<file path="config.mk">
export PLATFORM = sky130hd
export DESIGN_NAME = dr32e_bp_table_arbiter_flat
export DESIGN_NICKNAME = d
export VERILOG_FILES = /design/src/rtl/dr32e_bp_table_arbiter_if.sv /design/src/rtl/dr32e_bp_table_arbiter.sv /design/src/flat_wrapper.sv
export SDC_FILE = /design/constraint.sdc
export NUM_CORES = 1
export LEC_CHECK = 0
export BUFFER_PORTS_ARGS = -buffer_cell sky130_fd_sc_hd__buf_2
export CAP_MARGIN = 25
export CORE_ASPECT_RATIO = 1.1
export CORE_MARGIN = 3
export CORE_UTILIZATION = 56
export CTS_CLUSTER_DIAMETER = 30
export DETAILED_ROUTE_END_ITERATION = 10
export PLACE_DENSITY = 0.91
export SETUP_SLACK_MARGIN = 0.15
export SLEW_MARGIN = 30
export SYNTH_ARGS = -nofsm -noshare
export SYNTH_HDL_FRONTEND = slang
export SYNTH_SLANG_ARGS = --single-unit
</file>
<file path="constraint.sdc">
create_clock -name clk_i -period 6.14 [get_ports clk_i]
set_input_delay 0.614 -clock clk_i [delete_from_list [all_inputs] [get_ports clk_i]]
set_output_delay 0.614 -clock clk_i [all_outputs]
set_load 0.02 [all_outputs]
</file>
<file path="src/rtl/dr32e_bp_table_arbiter_if.sv">
// Bus bundle between the fetch/execute pipeline and the branch-prediction
// table arbiter, including the table SRAM access port.
interface dr32e_bp_table_arbiter_if #(
    parameter int IDX_W = 6
);
    logic             flush_i;
    logic             lookup_valid_i;
    logic [31:0]      lookup_pc_i;
    logic             lookup_ready_o;
    logic             lookup_rvalid_o;
    logic             upd_valid_i;
    logic [31:0]      upd_pc_i;
    logic             upd_taken_i;
    logic [31:0]      upd_target_i;
    logic             upd_ready_o;
    logic             tbl_en_o;
    logic             tbl_we_o;
    logic [IDX_W-1:0] tbl_addr_o;
    logic [33:0]      tbl_wdata_o;
    logic             init_busy_o;

    // Pipeline side: drives requests, observes grants and the table port.
    modport master (
        output flush_i, lookup_valid_i, lookup_pc_i,
               upd_valid_i, upd_pc_i, upd_taken_i, upd_target_i,
        input  lookup_ready_o, lookup_rvalid_o, upd_ready_o,
               tbl_en_o, tbl_we_o, tbl_addr_o, tbl_wdata_o, init_busy_o
    );

    // Arbiter side.
    modport slave (
        input  flush_i, lookup_valid_i, lookup_pc_i,
               upd_valid_i, upd_pc_i, upd_taken_i, upd_target_i,
        output lookup_ready_o, lookup_rvalid_o, upd_ready_o,
               tbl_en_o, tbl_we_o, tbl_addr_o, tbl_wdata_o, init_busy_o
    );
endinterface

</file>
<file path="src/rtl/dr32e_bp_table_arbiter.sv">
// Branch-prediction table arbiter: clears the single-port BHT/BTB after
// reset/flush, then shares the port between fetch lookups and a small FIFO
// of resolved-branch updates (one access per cycle, full FIFO has priority).
module dr32e_bp_table_arbiter #(
    parameter int IDX_W      = 6,
    parameter int FIFO_DEPTH = 4
) (
    input  logic                          clk_i,
    input  logic                          rst_i,
    dr32e_bp_table_arbiter_if.slave       bus
);
    localparam int PTR_W = (FIFO_DEPTH > 1) ? $clog2(FIFO_DEPTH) : 1;
    localparam logic [PTR_W:0] DEPTH_C = (PTR_W+1)'(FIFO_DEPTH);

    typedef enum logic {
        ST_INIT,
        ST_RUN
    } state_e;

    state_e           state_q, state_d;
    logic [IDX_W-1:0] sweep_q, sweep_d;
    logic [PTR_W-1:0] wr_ptr_q, wr_ptr_d;
    logic [PTR_W-1:0] rd_ptr_q, rd_ptr_d;
    logic [PTR_W:0]   count_q, count_d;
    logic             rvalid_q, rvalid_d;

    logic [IDX_W-1:0] fifo_idx_q    [FIFO_DEPTH];
    logic [IDX_W-1:0] fifo_idx_d    [FIFO_DEPTH];
    logic             fifo_taken_q  [FIFO_DEPTH];
    logic             fifo_taken_d  [FIFO_DEPTH];
    logic [31:0]      fifo_target_q [FIFO_DEPTH];
    logic [31:0]      fifo_target_d [FIFO_DEPTH];

    logic             fifo_full;
    logic             fifo_empty;
    logic             upd_ready;
    logic             enq;
    logic             deq;
    logic             lookup_ready;
    logic             tbl_en;
    logic             tbl_we;
    logic [IDX_W-1:0] tbl_addr;
    logic [33:0]      tbl_wdata;

    assign fifo_full  = (count_q == DEPTH_C);
    assign fifo_empty = (count_q == '0);
    assign upd_ready  = (state_q == ST_RUN) && !fifo_full;
    assign enq        = bus.upd_valid_i && upd_ready;

    // Sweep / arbitration: choose this cycle's single table access.
    always_comb begin
        state_d      = state_q;
        sweep_d      = sweep_q;
        rvalid_d     = 1'b0;
        deq          = 1'b0;
        lookup_ready = 1'b0;
        tbl_en       = 1'b0;
        tbl_we       = 1'b0;
        tbl_addr     = '0;
        tbl_wdata    = '0;

        case (state_q)
            ST_INIT: begin
                tbl_en   = 1'b1;
                tbl_we   = 1'b1;
                tbl_addr = sweep_q;
                sweep_d  = sweep_q + 1'b1;
                if (sweep_q == '1) begin
                    state_d = ST_RUN;
                end
            end
            ST_RUN: begin
                if (fifo_full) begin
                    deq = 1'b1;
                end else if (bus.lookup_valid_i) begin
                    tbl_en       = 1'b1;
                    tbl_addr     = bus.lookup_pc_i[IDX_W+1:2];
                    lookup_ready = 1'b1;
                    rvalid_d     = 1'b1;
                end else if (!fifo_empty) begin
                    deq = 1'b1;
                end
                if (deq) begin
                    tbl_en    = 1'b1;
                    tbl_we    = 1'b1;
                    tbl_addr  = fifo_idx_q[rd_ptr_q];
                    tbl_wdata = {1'b1, fifo_taken_q[rd_ptr_q], fifo_target_q[rd_ptr_q]};
                end
            end
            default: begin
                state_d = ST_INIT;
                sweep_d = '0;
            end
        endcase

        // The access driven above still happens; only the next state restarts.
        if (bus.flush_i) begin
            state_d  = ST_INIT;
            sweep_d  = '0;
            rvalid_d = 1'b0;
        end
    end

    // Update FIFO: enqueue accepted updates, dequeue on scheduled writes.
    always_comb begin
        wr_ptr_d      = wr_ptr_q;
        rd_ptr_d      = rd_ptr_q;
        count_d       = count_q;
        fifo_idx_d    = fifo_idx_q;
        fifo_taken_d  = fifo_taken_q;
        fifo_target_d = fifo_target_q;

        if (enq) begin
            fifo_idx_d[wr_ptr_q]    = bus.upd_pc_i[IDX_W+1:2];
            fifo_taken_d[wr_ptr_q]  = bus.upd_taken_i;
            fifo_target_d[wr_ptr_q] = bus.upd_target_i;
            wr_ptr_d                = wr_ptr_q + 1'b1;
        end
        if (deq) begin
            rd_ptr_d = rd_ptr_q + 1'b1;
        end
        case ({enq, deq})
            2'b10:   count_d = count_q + 1'b1;
            2'b01:   count_d = count_q - 1'b1;
            default: count_d = count_q;
        endcase

        // Flush drops both the queue contents and any enqueue offered now.
        if (bus.flush_i) begin
            wr_ptr_d = '0;
            rd_ptr_d = '0;
            count_d  = '0;
        end
    end

    // Control state register; reset overrides flush.
    always_ff @(posedge clk_i) begin
        if (rst_i) begin
            state_q  <= ST_INIT;
            sweep_q  <= '0;
            wr_ptr_q <= '0;
            rd_ptr_q <= '0;
            count_q  <= '0;
            rvalid_q <= 1'b0;
        end else begin
            state_q  <= state_d;
            sweep_q  <= sweep_d;
            wr_ptr_q <= wr_ptr_d;
            rd_ptr_q <= rd_ptr_d;
            count_q  <= count_d;
            rvalid_q <= rvalid_d;
        end
    end

    // FIFO payload storage; validity is tracked by count, so no reset needed.
    always_ff @(posedge clk_i) begin
        fifo_idx_q    <= fifo_idx_d;
        fifo_taken_q  <= fifo_taken_d;
        fifo_target_q <= fifo_target_d;
    end

    assign bus.lookup_ready_o  = lookup_ready;
    assign bus.lookup_rvalid_o = rvalid_q;
    assign bus.upd_ready_o     = upd_ready;
    assign bus.tbl_en_o        = tbl_en;
    assign bus.tbl_we_o        = tbl_we;
    assign bus.tbl_addr_o      = tbl_addr;
    assign bus.tbl_wdata_o     = tbl_wdata;
    assign bus.init_busy_o     = (state_q == ST_INIT);

endmodule

</file>
<file path="src/flat_wrapper.sv">
// flat-port wrapper written by rule: the top's interface ports become plain ports
module dr32e_bp_table_arbiter_flat 
#(
    parameter int IDX_W      = 6,
    parameter int FIFO_DEPTH = 4
)
  (clk_i, rst_i, bus_flush_i, bus_lookup_valid_i, bus_lookup_pc_i, bus_upd_valid_i, bus_upd_pc_i, bus_upd_taken_i, bus_upd_target_i, bus_lookup_ready_o, bus_lookup_rvalid_o, bus_upd_ready_o, bus_tbl_en_o, bus_tbl_we_o, bus_tbl_addr_o, bus_tbl_wdata_o, bus_init_busy_o);
  dr32e_bp_table_arbiter_if #(.IDX_W(IDX_W)) bus_i ();
  input  logic clk_i;
  input  logic rst_i;
  input wire logic [$bits(bus_i.flush_i)-1:0] bus_flush_i;
  input wire logic [$bits(bus_i.lookup_valid_i)-1:0] bus_lookup_valid_i;
  input wire logic [$bits(bus_i.lookup_pc_i)-1:0] bus_lookup_pc_i;
  input wire logic [$bits(bus_i.upd_valid_i)-1:0] bus_upd_valid_i;
  input wire logic [$bits(bus_i.upd_pc_i)-1:0] bus_upd_pc_i;
  input wire logic [$bits(bus_i.upd_taken_i)-1:0] bus_upd_taken_i;
  input wire logic [$bits(bus_i.upd_target_i)-1:0] bus_upd_target_i;
  output wire logic [$bits(bus_i.lookup_ready_o)-1:0] bus_lookup_ready_o;
  output wire logic [$bits(bus_i.lookup_rvalid_o)-1:0] bus_lookup_rvalid_o;
  output wire logic [$bits(bus_i.upd_ready_o)-1:0] bus_upd_ready_o;
  output wire logic [$bits(bus_i.tbl_en_o)-1:0] bus_tbl_en_o;
  output wire logic [$bits(bus_i.tbl_we_o)-1:0] bus_tbl_we_o;
  output wire logic [$bits(bus_i.tbl_addr_o)-1:0] bus_tbl_addr_o;
  output wire logic [$bits(bus_i.tbl_wdata_o)-1:0] bus_tbl_wdata_o;
  output wire logic [$bits(bus_i.init_busy_o)-1:0] bus_init_busy_o;
  assign bus_i.flush_i = bus_flush_i;
  assign bus_i.lookup_valid_i = bus_lookup_valid_i;
  assign bus_i.lookup_pc_i = bus_lookup_pc_i;
  assign bus_i.upd_valid_i = bus_upd_valid_i;
  assign bus_i.upd_pc_i = bus_upd_pc_i;
  assign bus_i.upd_taken_i = bus_upd_taken_i;
  assign bus_i.upd_target_i = bus_upd_target_i;
  assign bus_lookup_ready_o = bus_i.lookup_ready_o;
  assign bus_lookup_rvalid_o = bus_i.lookup_rvalid_o;
  assign bus_upd_ready_o = bus_i.upd_ready_o;
  assign bus_tbl_en_o = bus_i.tbl_en_o;
  assign bus_tbl_we_o = bus_i.tbl_we_o;
  assign bus_tbl_addr_o = bus_i.tbl_addr_o;
  assign bus_tbl_wdata_o = bus_i.tbl_wdata_o;
  assign bus_init_busy_o = bus_i.init_busy_o;
  dr32e_bp_table_arbiter #(.IDX_W(IDX_W), .FIFO_DEPTH(FIFO_DEPTH)) u_core (.clk_i(clk_i), .rst_i(rst_i), .bus(bus_i));
endmodule
</file>
Word level (Yosys, flattened, before mapping)
Cells that the tools add are included.
Widths: inputs -> output; s select.

cells by class
  $add $sub $neg = 5
  $lt $le $gt $ge = 3
  equality and inequality tests = 4
  muxes and demuxes = 39
  bitwise gates (word level) = 3
  reduce and logical (&&, ||, !) cells = 7

operators with widths
  kind                 count
  $bwmux 128           1
  $mux 32              3
  $mux 34              2
  $bmux 32 s2          1
  $demux 32 s2         1
  $mux 6               6
  $bwmux 24            1
  $mux 1               15
  $bmux 6 s2           1
  $demux 6 s2          1
  $pmux 6 s2           1
  $add 6x1->6 const B  1
  $eq 6x6->1 const B   1
  $ge 3x3->1 const B   2
  $not 2->3            2
  $pmux 3 s2           1
  $add 2x1->2 const B  2
  $bwmux 4             1
  $pmux 1 s2           2
  $add 3x1->3 const B  1
  $eq 3x3->1 const B   1
  $logic_and 1x1->1    3
  $logic_not 3->1      1
  $lt 3x1->1 const B   1
  other kinds (9)      9

storage, ports and cells
  register bits after elaboration = 171
  output and inout port bits = 46

Logic depth before layout (Yosys ltp)
Gate-level depths: netlist (run 1).

  depth in word-level cells = 8
  gate-level depth with buffers = 10
  depth with buffers taken out = 8

Worst setup path before layout (run 1)
OpenSTA, ideal clock, no wires.

  kind = reg2reg
  start point = register u_core.state_q
  end point = register u_core.count_q[2]
  setup time = 71 ps
  data arrival time = 2,480 ps
  data required time = 6,069 ps
  slack = 3,589 ps
  cell stages (with the launch flop) = 10
  clock period less this slack = 2,551 ps
  cell sequence = dfxtp_1 clkinv_1 nor3_1 clkbuf_1 ha_1 inv_1 fa_1 xor2_1 or3_1 a21oi_1

between the ends
  elaborated cells on any way between the ends = 7
  classes of those cells = eq/ne (2); mux (2); reduce/logical (3)

RTL lines
  element                                                 RTL line                       RTL
  start, declared                                         dr32e_bp_table_arbiter.sv:20   state_e state_q, state_d;
  start signal, assigned                                  dr32e_bp_table_arbiter.sv:146  state_q <= state_d;
  $mux 1 (*)                                              dr32e_bp_table_arbiter.sv:62   case (state_q)
  net u_core.deq                                          dr32e_bp_table_arbiter.sv:38   logic deq;
  $eq 2x1->1 / $eq 2x2->1 (equally long branches)         dr32e_bp_table_arbiter.sv:122  case ({enq, deq})
  $pmux 3 s2 / $reduce_bool 2->1 (equally long branches)  n/a
  end signal, assigned                                    dr32e_bp_table_arbiter.sv:150  count_q <= count_d;
  end, declared                                           dr32e_bp_table_arbiter.sv:24   logic [PTR_W:0] count_q, count_d;

Mark *: on every way through the listed nets, which the timed path passes. The rest lies on a longest branch.
A chain may end at the register's enable or synchronous reset.

Worst setup path in the final report (run 1)
  start point = register u_core.state_q
  end point = output port bus_tbl_wdata_o[24]

between the ends
  word-level cells in the longest chain between the ends = 1

ends and longest elaborated chain
  element        RTL line                      RTL
  $mux 34        dr32e_bp_table_arbiter.sv:62
  end, declared  flat_wrapper.sv:24            output wire logic [$bits(bus_i.tbl_wdata_o)-1:0] bus_tbl_wdata_o;

Every way passes these cells.

==> run metrics, run 1 <==
Worst Path Required=5.53 ns; grt total ovfl=0; RSZ-0062 raised after global routing=no; Power Density=287 mW/mm^2; cts hold-fix bufs=0; crit path DAT=2.87 ns; cell taking the most area after synthesis=edfxtp_1; largest net degree at the start of global routing=44; gp weighted congestion=0.789; most common cell in the synthesized netlist=edfxtp_1; switch share=0.197; Crit path largest cell delay=0.74 ns; first-pass GRT wire length=19300 um; crit-path leading delay family=simple AND/OR/NAND/NOR gates; Comb pwr share=0.014; Distinct cells, synth=39; leakage power=0.00273 uW; Max Slew Vio Count=0; post-place setup slack=2.99 ns; HPWL Detailed=7010 um; H-tree Lvls=4; Placeable Area=0.0116 mm^2; Syn Std Cell Area=0.00677 mm^2; Tot GR Track Use=0.189; critical path capture point type=output port; Max Cap Viol=0; P_int=1830 uW; ys async rst share=0; WL/cell=19.5 um; CTS tree=built; Clock Path Buffers=2; clock transition at the registers of the reported paths=0.07 ns; IO Port Bufs=95; yosys warns=0; Synth Instances=349; FF+latch count, synth=171; Sinks on Clock Net=171; ys flop type=edfxtp_1; WS Path Type=reg2out; clock buffers created by TritonCTS=17; final hold vios=0; relative slew slack=0.445; Setup crit start kind=flip-flop; DIE WIDTH=111 um; Least-Margin Pin Slew=0.832 ns; Worst path slowest cell=nor3_4; clock network fraction of total power=0.429; Bufs and invs on worst path=3; initial core utilization=0.581; clk root buf=clkbuf_16; Synth top cells by count=edfxtp_1, mux4_2, and2_1, dfxtp_1, nor2_1; DR pass1 iterations=6; Syn Nets=458; register share of total power=0.558; Fin Setup TNS=0 ns; Setup Buffers After CTS=0; I/O Pins=148; drt via density=5.74; P&R area growth vs syn=16.9%; # rows=41; cell chain of the critical path=clkinv_1, nor3_4, buf_4, and2_1, buf_2; share of layout cells above drive strength 1=0.389; largest fanout on the critical path=24; detailed-route via count=3482; CTS resizes=0; status=finished clean; syn avg cell area=19.4 um^2; Final Setup Violations=0; first-iteration detailed-routing DRC count=254; n_diodes=0; full die area=0.0134 mm^2; Synth area leaders=edfxtp_1, mux4_2, dfxtp_1; Sequential cell area=0.00499 mm^2; antenna violations before repair=1; final antenna-violating net count=0; total routed wirelength=11800 um; Clock Skews=0.0117 ns; Synth top area share=0.692; area of the multi-input gates=0.00168 mm^2; HP Class=in2reg; number of global-route vias before repair=3716; Post-synth EDFFs=156; Die Height=121 um; Final WS setup=2.66 ns; Max rail drop VDD=266 uV; nets=553; clk_lat worst skew=0.41 ns; P_sw=449 uW; period utilisation layout=0.567; Fillers=739; sequential cell area fraction in the yosys report=0.737; FMAX=287 MHz; # DRC=0; Tmin final=3.48 ns
## worst paths after layout
check	endpoint	cells past startpoint	start	slack [ns]
hold reg to reg	u_core.sweep_q[5]	2	u_core.sweep_q[5]	0.52
setup / recovery	bus_tbl_wdata_o[24]	5	u_core.state_q	2.66
setup reg to reg	u_core.count_q[2]	8	u_core.state_q	3.02
hold / removal	u_core.fifo_target_q[35]	1	bus_upd_target_i[3]	0.41
## area by class of cell
class / count / share of cell area
Clock buffer: 21 / 0.0582
Clock inverter: 11 / 0.0109
Timing Repair Buffer: 96 / 0.0611
Sequential cell: 171 / 0.631
Tap cell: 150 / 0.0237
Multi-Input combinational cell: 152 / 0.212
Inverter: 6 / 0.00285
## power by group through the flow
stage               clock, uW  combinational (uW)  sequential (uW)
finish                    975                31.2             1270
global route             1040                35.4             1270
CTS                       994                31.3             1270
detailed placement          0                31.1             1290
global placement            0                27.8             1290
floorplan                   0                4.84             1290
## stage by stage
step,area (um^2),hold WS [ns],util,instances,power (uW)
6_report,7910,0.407,0.679,607,2270
3_5_place_dp,7360,0.494,0.632,575,1320
4_1_cts,7910,0.395,0.679,607,2290
3_3_place_gp,7340,0.475,0.630,575,1320
2_1_floorplan,6770,0.464,-,349,1300
5_1_grt,7910,0.393,0.679,607,2350
## cells by family (layout without fill, tap and decap cells)
logic type	after synthesis	count (layout)	synth area share
multiplexers	41	41	0.133
flip-flops	171	171	0.737
adder cells (fa/ha/maj)	7	7	0.0141
AO/OA/AOI/OAI	21	21	0.0229
XOR/XNOR	5	5	0.00647
AND/OR/NAND/NOR	78	78	0.0679
buffers and inverters	26	134	0.0192
## worst reg2reg max path, stage by stage, from the launching register on
cell	delay [ns]
dfxtp_1	0.60
clkinv_1	0.37
nor3_4	0.74
ha_1	0.32
inv_1	0.06
fa_1	0.37
xor2_1	0.15
or3_1	0.30
a21oi_1	0.15
## flip-flops by register name, summed over array words and instances (netlist names)
name,cells
u_core.fifo_idx_q,24
u_core.state_q,1
u_core.fifo_target_q,128
u_core.rd_ptr_q,2
u_core.sweep_q,6
u_core.fifo_taken_q,4
u_core.count_q,3
u_core.bus.lookup_rvalid_o,1
u_core.wr_ptr_q,2
## metal layers
metal | wire (um) | GRT usage
met1 | 4690 | 0.232
met4 | 141 | 0.0639
met2 | 6420 | 0.328
met5 | 7 | 0
met3 | 571 | 0.0509
## placed cells by master (no fill, tap or decap), types with 2 or more instances in the layout
cell type / count
and3_4: 5
nand4b_1: 2
mux4_2: 39
mux2i_1: 2
nor3_1: 3
dfxtp_4: 2
nor2b_1: 6
clkbuf_8: 2
or3_1: 2
dfxtp_1: 13
edfxtp_1: 156
and2_1: 33
o21a_1: 2
clkbuf_16: 17
clkbuf_1: 2
inv_1: 5
clkinv_2: 2
o21ai_0: 3
ha_1: 6
a221o_1: 6
nor2_1: 12
nand2_1: 6
inv_6: 4
clkinv_4: 3
a21oi_1: 6
xor2_1: 4
buf_2: 95
clkinvlp_4: 2
nand3_1: 2
No activity file was read; power rests on OpenSTA's default activity.
==> run 2: changes to the inputs <==
--- a/config.mk
+++ b/config.mk
@@ -9,10 +9,10 @@
 export CAP_MARGIN = 25
 export CORE_ASPECT_RATIO = 1.1
 export CORE_MARGIN = 3
-export CORE_UTILIZATION = 56
+export CORE_UTILIZATION = 54
 export CTS_CLUSTER_DIAMETER = 30
 export DETAILED_ROUTE_END_ITERATION = 10
-export PLACE_DENSITY = 0.91
+export PLACE_DENSITY = 0.88
 export SETUP_SLACK_MARGIN = 0.15
 export SLEW_MARGIN = 30
 export SYNTH_ARGS = -nofsm -noshare
==> constraint.sdc (replaced) <==
create_clock -name clk_i -period 3.5 [get_ports clk_i]
set_input_delay 0.35 -clock clk_i [delete_from_list [all_inputs] [get_ports clk_i]]
set_output_delay 0.35 -clock clk_i [all_outputs]
set_load 0.02 [all_outputs]
==> run 2 against run 1 <==
Net effect: first-iteration DRC count up 7.9%; cell area up 0.87%; count of clock-buffer cells in the layout up 7; worst hold slack worse by 0.26 ns; via count down 0.11%; combinational power up 76%; critical path depth unchanged; largest power group unchanged; final cell count up 1.6%; flip-flop and latch count unchanged; power up 81%.
==> run metrics, run 2 (same netlist as run 1, synthesis figures left out) <==
Clock Skews=0.00838 ns (-0.00331 ns); post-layout util=0.657 (-0.0220); H-tree Lvls=4 (unchanged); HPWL Detailed=7010 um (about the same); Sinks on Clock Net=171 (unchanged); Least-Margin Pin Slew=0.847 ns (+0.0149 ns); share of layout cells above drive strength 1=0.387 (-0.00205); Bufs and invs on worst path=3 (unchanged); leakage power=0.00279 uW (+2.2%); IO Port Bufs=95 (unchanged); clk_lat worst skew=0.42 ns (about the same); Worst Path Required=3.15 ns (-2.38 ns); Final Setup Violations=0 (unchanged); Tot GR Track Use=0.184 (-0.00541); clock transition at the registers of the reported paths=0.06 ns (about the same); Setup crit start kind=flip-flop; Clock Path Buffers=2 (unchanged); antenna violations before repair=2 (+1); Setup Buffers After CTS=0 (unchanged); Max Used Layer=met5; leading registers by flop count=u_core.fifo_target_q (128), u_core.fifo_idx_q (24), u_core.sweep_q (6); clock buffers created by TritonCTS=17 (unchanged); met2 WL=5990 um (-6.7%); commonest non-fill, non-tap cells in the layout=edfxtp_1, buf_2, mux4_2; final hold vios=0 (unchanged); Tmin final=2.80 ns; first-iteration detailed-routing DRC count=274 (+7.9%); Placeable Area=0.0121 mm^2 (+4.2%); FMAX=357 MHz; CTS resizes=0 (unchanged); DR pass1 iterations=4 (-2); full die area=0.0139 mm^2 (+3.5%); cell chain of the critical path=clkinv_1, nor3_2, buf_4, and2_1, buf_2; RSZ-0062 raised after global routing=no; gp weighted congestion=0.701 (-11%); crit-path leading delay family=buffers and inverters; Crit path largest cell delay=0.58 ns (-0.16 ns); first-pass GRT wire length=19100 um (-0.75%); I/O Pins=148 (unchanged); largest net degree at the start of global routing=44 (unchanged); nets=558 (+0.90%); Worst path slowest cell=dfxtp_1; grt total ovfl=0 (unchanged); most common cell after layout, fill and taps aside=edfxtp_1; HP Class=in2reg; period utilisation layout=0.800; # DRC=0 (unchanged); WS Path Type=reg2out; Power Density=515 mW/mm^2 (+79%); cts hold-fix bufs=0 (unchanged); wire length on met1=5040 um (+7.3%); met3 WL=741 um (+30%); clk root buf=clkbuf_16; Max Slew Vio Count=0 (unchanged); crit path DAT=2.45 ns (-0.42 ns); Largest register FFs=128 (unchanged); detailed-route via count=3478 (-0.11%); Fin Setup TNS=0 ns (unchanged); drt via density=5.64 (-1.7%); final antenna-violating net count=0 (unchanged); total routed wirelength=12000 um (+1.3%); WL/cell=19.4 um (-0.34%); relative slew slack=0.435 (-0.00995); # rows=42 (+2.4%); CTS tree=built; status=finished clean; Max Cap Viol=0 (unchanged); Die Height=123 um (+1.7%); Max rail drop VDD=412 uV (+55%); P&R area growth vs syn=17.9%; largest fanout on the critical path=41 (+71%); initial core utilization=0.557 (-0.0237); critical path capture point type=output port; worst hold-check slack=0.148 ns (-0.259 ns); most flop-heavy register=u_core.fifo_target_q; number of global-route vias before repair=3599 (-3.1%); DIE WIDTH=113 um (+1.7%)
-- run 2: changes by cell type in the layout (fill, tap and decap cells not counted), moves of 2 or more --
cell and change:
and3_2 +4, and3_4 -4, buf_4 +5, clkbuf_1 +4, clkbuf_16 +5, clkbuf_8 -2, clkinv_4 -3, clkinvlp_4 -2
inv_6 -4
-- run 2: final timing paths --
kind	start	endpoint	slack [ns]	depth (start not counted)
max	u_core.state_q	bus_tbl_wdata_o[14]	0.70	5
min reg2reg	u_core.sweep_q[5]	u_core.sweep_q[5]	0.51	2
min	bus_upd_target_i[0]	u_core.fifo_target_q[32]	0.15	1
max reg2reg	u_core.state_q	u_core.count_q[2]	0.98	8
-- run 2: where the power goes --
part / switching (uW) / internal (uW)
clock network: 705 / 1120
logic: 31.4 / 23.7
registers: 1.14 / 2230
total: 738 / 3370
-- run 2: area by class of cell --
type	count	area, um^2
fill	808	4160
timing repair buffer	101	520
tap	154	193
clock buffer	28	573
clock inverter	4	21.3
antenna	1	2.50
multi-input combinational	152	1660
sequential	171	4990
inverter	6	22.5
-- run 2: through the flow --
step	cells	area [um^2]	setup WS, ns	power (uW)
finish	617	7980	0.700	4110
global route	617	7980	0.440	4240
CTS	616	7980	0.612	4140
detailed placement	584	7380	0.976	2320
global placement	584	7380	1.08	2320
floorplan	349	6770	0.949	2280
-- run 2: per-layer routing --
metal	track usage	up-vias
li1	-	1583
met1	0.244	1758
met2	0.287	115
met3	0.0592	20
met4	0.0699	2
met5	0	-
==> run 3: changes to the inputs <==
==> constraint.sdc (replaced) <==
create_clock -name clk_i -period 2.7 [get_ports clk_i]
set_input_delay 0.27 -clock clk_i [delete_from_list [all_inputs] [get_ports clk_i]]
set_output_delay 0.27 -clock clk_i [all_outputs]
set_load 0.02 [all_outputs]
==> run 3 against run 2 <==
Net effect: flip-flop and latch count unchanged; combinational power up 28%; first-iteration DRC count down 30%; global-route usage up 0.58 points; largest cell class unchanged; largest power group unchanged.
==> run metrics, run 3 (same netlist as run 1, synthesis figures left out) <==
WL/cell=19.9 um (+2.4%); Worst Path Required=2.43 ns (-0.72 ns); n_diodes=0 (-1); register share of total power=0.557 (+0.015); HP Class=in2reg; Crit path largest cell delay=0.60 ns (+0.02 ns); Bufs and invs on worst path=2 (-1); grt total ovfl=0 (unchanged); Clock Skews=0.0142 ns (+0.00583 ns); critical path capture point type=output port; worst hold stages=1 (unchanged); Crit Reg-Reg Endpoint=u_core.count_q[2]; Sequential cell area=0.00499 mm^2 (unchanged); Critical R2R Launch=u_core.count_q[2]; FMAX=415 MHz; Final Setup Violations=0 (unchanged); Least-Margin Pin Slew=0.575 ns (-0.272 ns); Power Density=644 mW/mm^2 (+25%); period utilisation layout=0.893; cell chain of the critical path=buf_4, mux4_2, and2_1, buf_2; clk root buf=clkbuf_16; clock transition at the registers of the reported paths=0.06 ns (about the same); largest net degree at the start of global routing=25 (-43%); HPWL Detailed=7970 um (+14%); Clock Path Buffers=2 (unchanged); P_int=4260 uW (+26%); Sinks on Clock Net=171 (unchanged); nets=568 (+1.8%); most flop-heavy register=u_core.fifo_target_q; Worst path slowest cell=dfxtp_4; reg2reg path depth=8 (unchanged); WS Path Type=reg2out; full die area=0.0139 mm^2 (unchanged); crit path from=u_core.rd_ptr_q[0]; DIE WIDTH=113 um (unchanged); leakage power=0.00282 uW (+1.2%); first-pass GRT wire length=19600 um (+2.3%); number of global-route vias before repair=3633 (+0.94%); worst hold-check slack=0.0683 ns (-0.0793 ns); Die Height=123 um (unchanged); # DRC=0 (unchanged); hold wc startpoint=bus_upd_target_i[23]; H-tree Lvls=4 (unchanged); P&R area growth vs syn=18.9%; area of the multi-input gates=0.00167 mm^2 (+0.53%); Comb pwr share=0.014 (about the same); Largest register FFs=128 (unchanged); commonest non-fill, non-tap cells in the layout=edfxtp_1, buf_2, mux4_2; final antenna-violating net count=0 (unchanged); Max Slew Vio Count=0 (unchanged); switch share=0.179 (-0.000698); leading registers by flop count=u_core.fifo_target_q (128), u_core.fifo_idx_q (24), u_core.sweep_q (6); crit path capture=bus_tbl_wdata_o[25]; relative slew slack=0.614 (+0.179); drt via density=5.66 (+0.48%); I/O Pins=148 (unchanged); R2R setup slack=0.36 ns (-0.62 ns); cts hold-fix bufs=0 (unchanged); Fin Setup TNS=0 ns (unchanged); clock buffers created by TritonCTS=17 (unchanged); largest fanout on the critical path=17 (-59%); P_sw=928 uW (+26%); Setup crit start kind=flip-flop; antenna violations before repair=0 (-2); IO Port Bufs=95 (unchanged); final hold vios=0 (unchanged); first-iteration detailed-routing DRC count=192 (-30%); clk_lat worst skew=0.42 ns (about the same); total routed wirelength=12400 um (+3.8%); crit-path leading delay family=flip-flops; detailed-route via count=3540 (+1.8%); most common cell after layout, fill and taps aside=edfxtp_1; Max Cap Viol=0 (unchanged); gp weighted congestion=0.777 (+11%); status=finished clean; DR pass1 iterations=4 (unchanged); # rows=42 (unchanged); Placeable Area=0.0121 mm^2 (unchanged); share of layout cells above drive strength 1=0.399 (+0.0117); CTS tree=built; Tmin final=2.41 ns; clock network fraction of total power=0.430 (-0.014); Tot GR Track Use=0.190 (+0.00583); placed instance area=0.00748 mm^2 (+1.3%); RSZ-0062 raised after global routing=yes; Critical Path Stages=4 (-1); post-route cell area=0.00805 mm^2 (+0.83%); initial core utilization=0.557 (unchanged); crit path DAT=2.14 ns (-0.31 ns); Fillers=796 (-1.5%); Max rail drop VDD=590 uV (+43%)
==> run 3: metrics by stage <==
| stage | power [uW] | worst slack (ns) | cells | utilization |
|---|---|---|---|---|
| 2_1_floorplan | 2960 | 0.231 | 349 | - |
| 3_3_place_gp | 3010 | 0.443 | 593 | 0.616 |
| 3_5_place_dp | 3010 | 0.308 | 593 | 0.616 |
| 4_1_cts | 5220 | 0.209 | 625 | 0.663 |
| 5_1_grt | 5340 | 0.149 | 625 | 0.663 |
| 6_report | 5180 | 0.290 | 625 | 0.663 |
==> run 3: worst min path at each step <==
| stage | slack [ns] | endpoint |
|---|---|---|
| 6_report | 0.07 | u_core.fifo_target_q[119] |
| 3_3_place_gp | 0.48 | u_core.sweep_q[5] |
| 4_1_cts | 0.05 | u_core.fifo_idx_q[20] |
| 2_1_floorplan | 0.37 | u_core.fifo_idx_q[0] |
| 3_5_place_dp | 0.49 | u_core.fifo_target_q[45] |
| 5_1_grt | 0.05 | u_core.fifo_idx_q[20] |
==> run 3: what timing repair did <==
action,in CTS,in global routing
buffers inserted,1,0
cloned,0,0
pin swaps,0,0
endpoints found under the setup margin,18,1
gates resized for setup,0,1
==> run 3: final cells by class <==
| type | instances | area share |
|---|---|---|
| inverters | 6 | 0.00280 |
| clock buffers | 21 | 0.0547 |
| clock inverters | 10 | 0.0126 |
| well taps | 154 | 0.0240 |
| multi-input cells | 152 | 0.207 |
| flip-flops and latches | 171 | 0.620 |
| repair buffers | 111 | 0.0787 |
==> run 3: power groups by stage <==
stage / clock network (uW) / registers, uW / logic [uW]
after CTS: 2260 / 2890 / 69.8
after global routing: 2370 / 2890 / 78.8
after floorplan: 0 / 2940 / 11.0
final: 2230 / 2890 / 70.3
after detailed placement: 0 / 2940 / 69.3
after global placement: 0 / 2940 / 63.4
==> run 3: layer usage <==
| metal | vias up | global-route usage | share of wire |
|---|---|---|---|
| met5 | - | 0 | 0 |
| met1 | 1811 | 0.234 | 0.40 |
| li1 | 1612 | - | - |
| met2 | 98 | 0.323 | 0.54 |
| met4 | 0 | 0.0646 | 0.014 |
| met3 | 19 | 0.0563 | 0.050 |
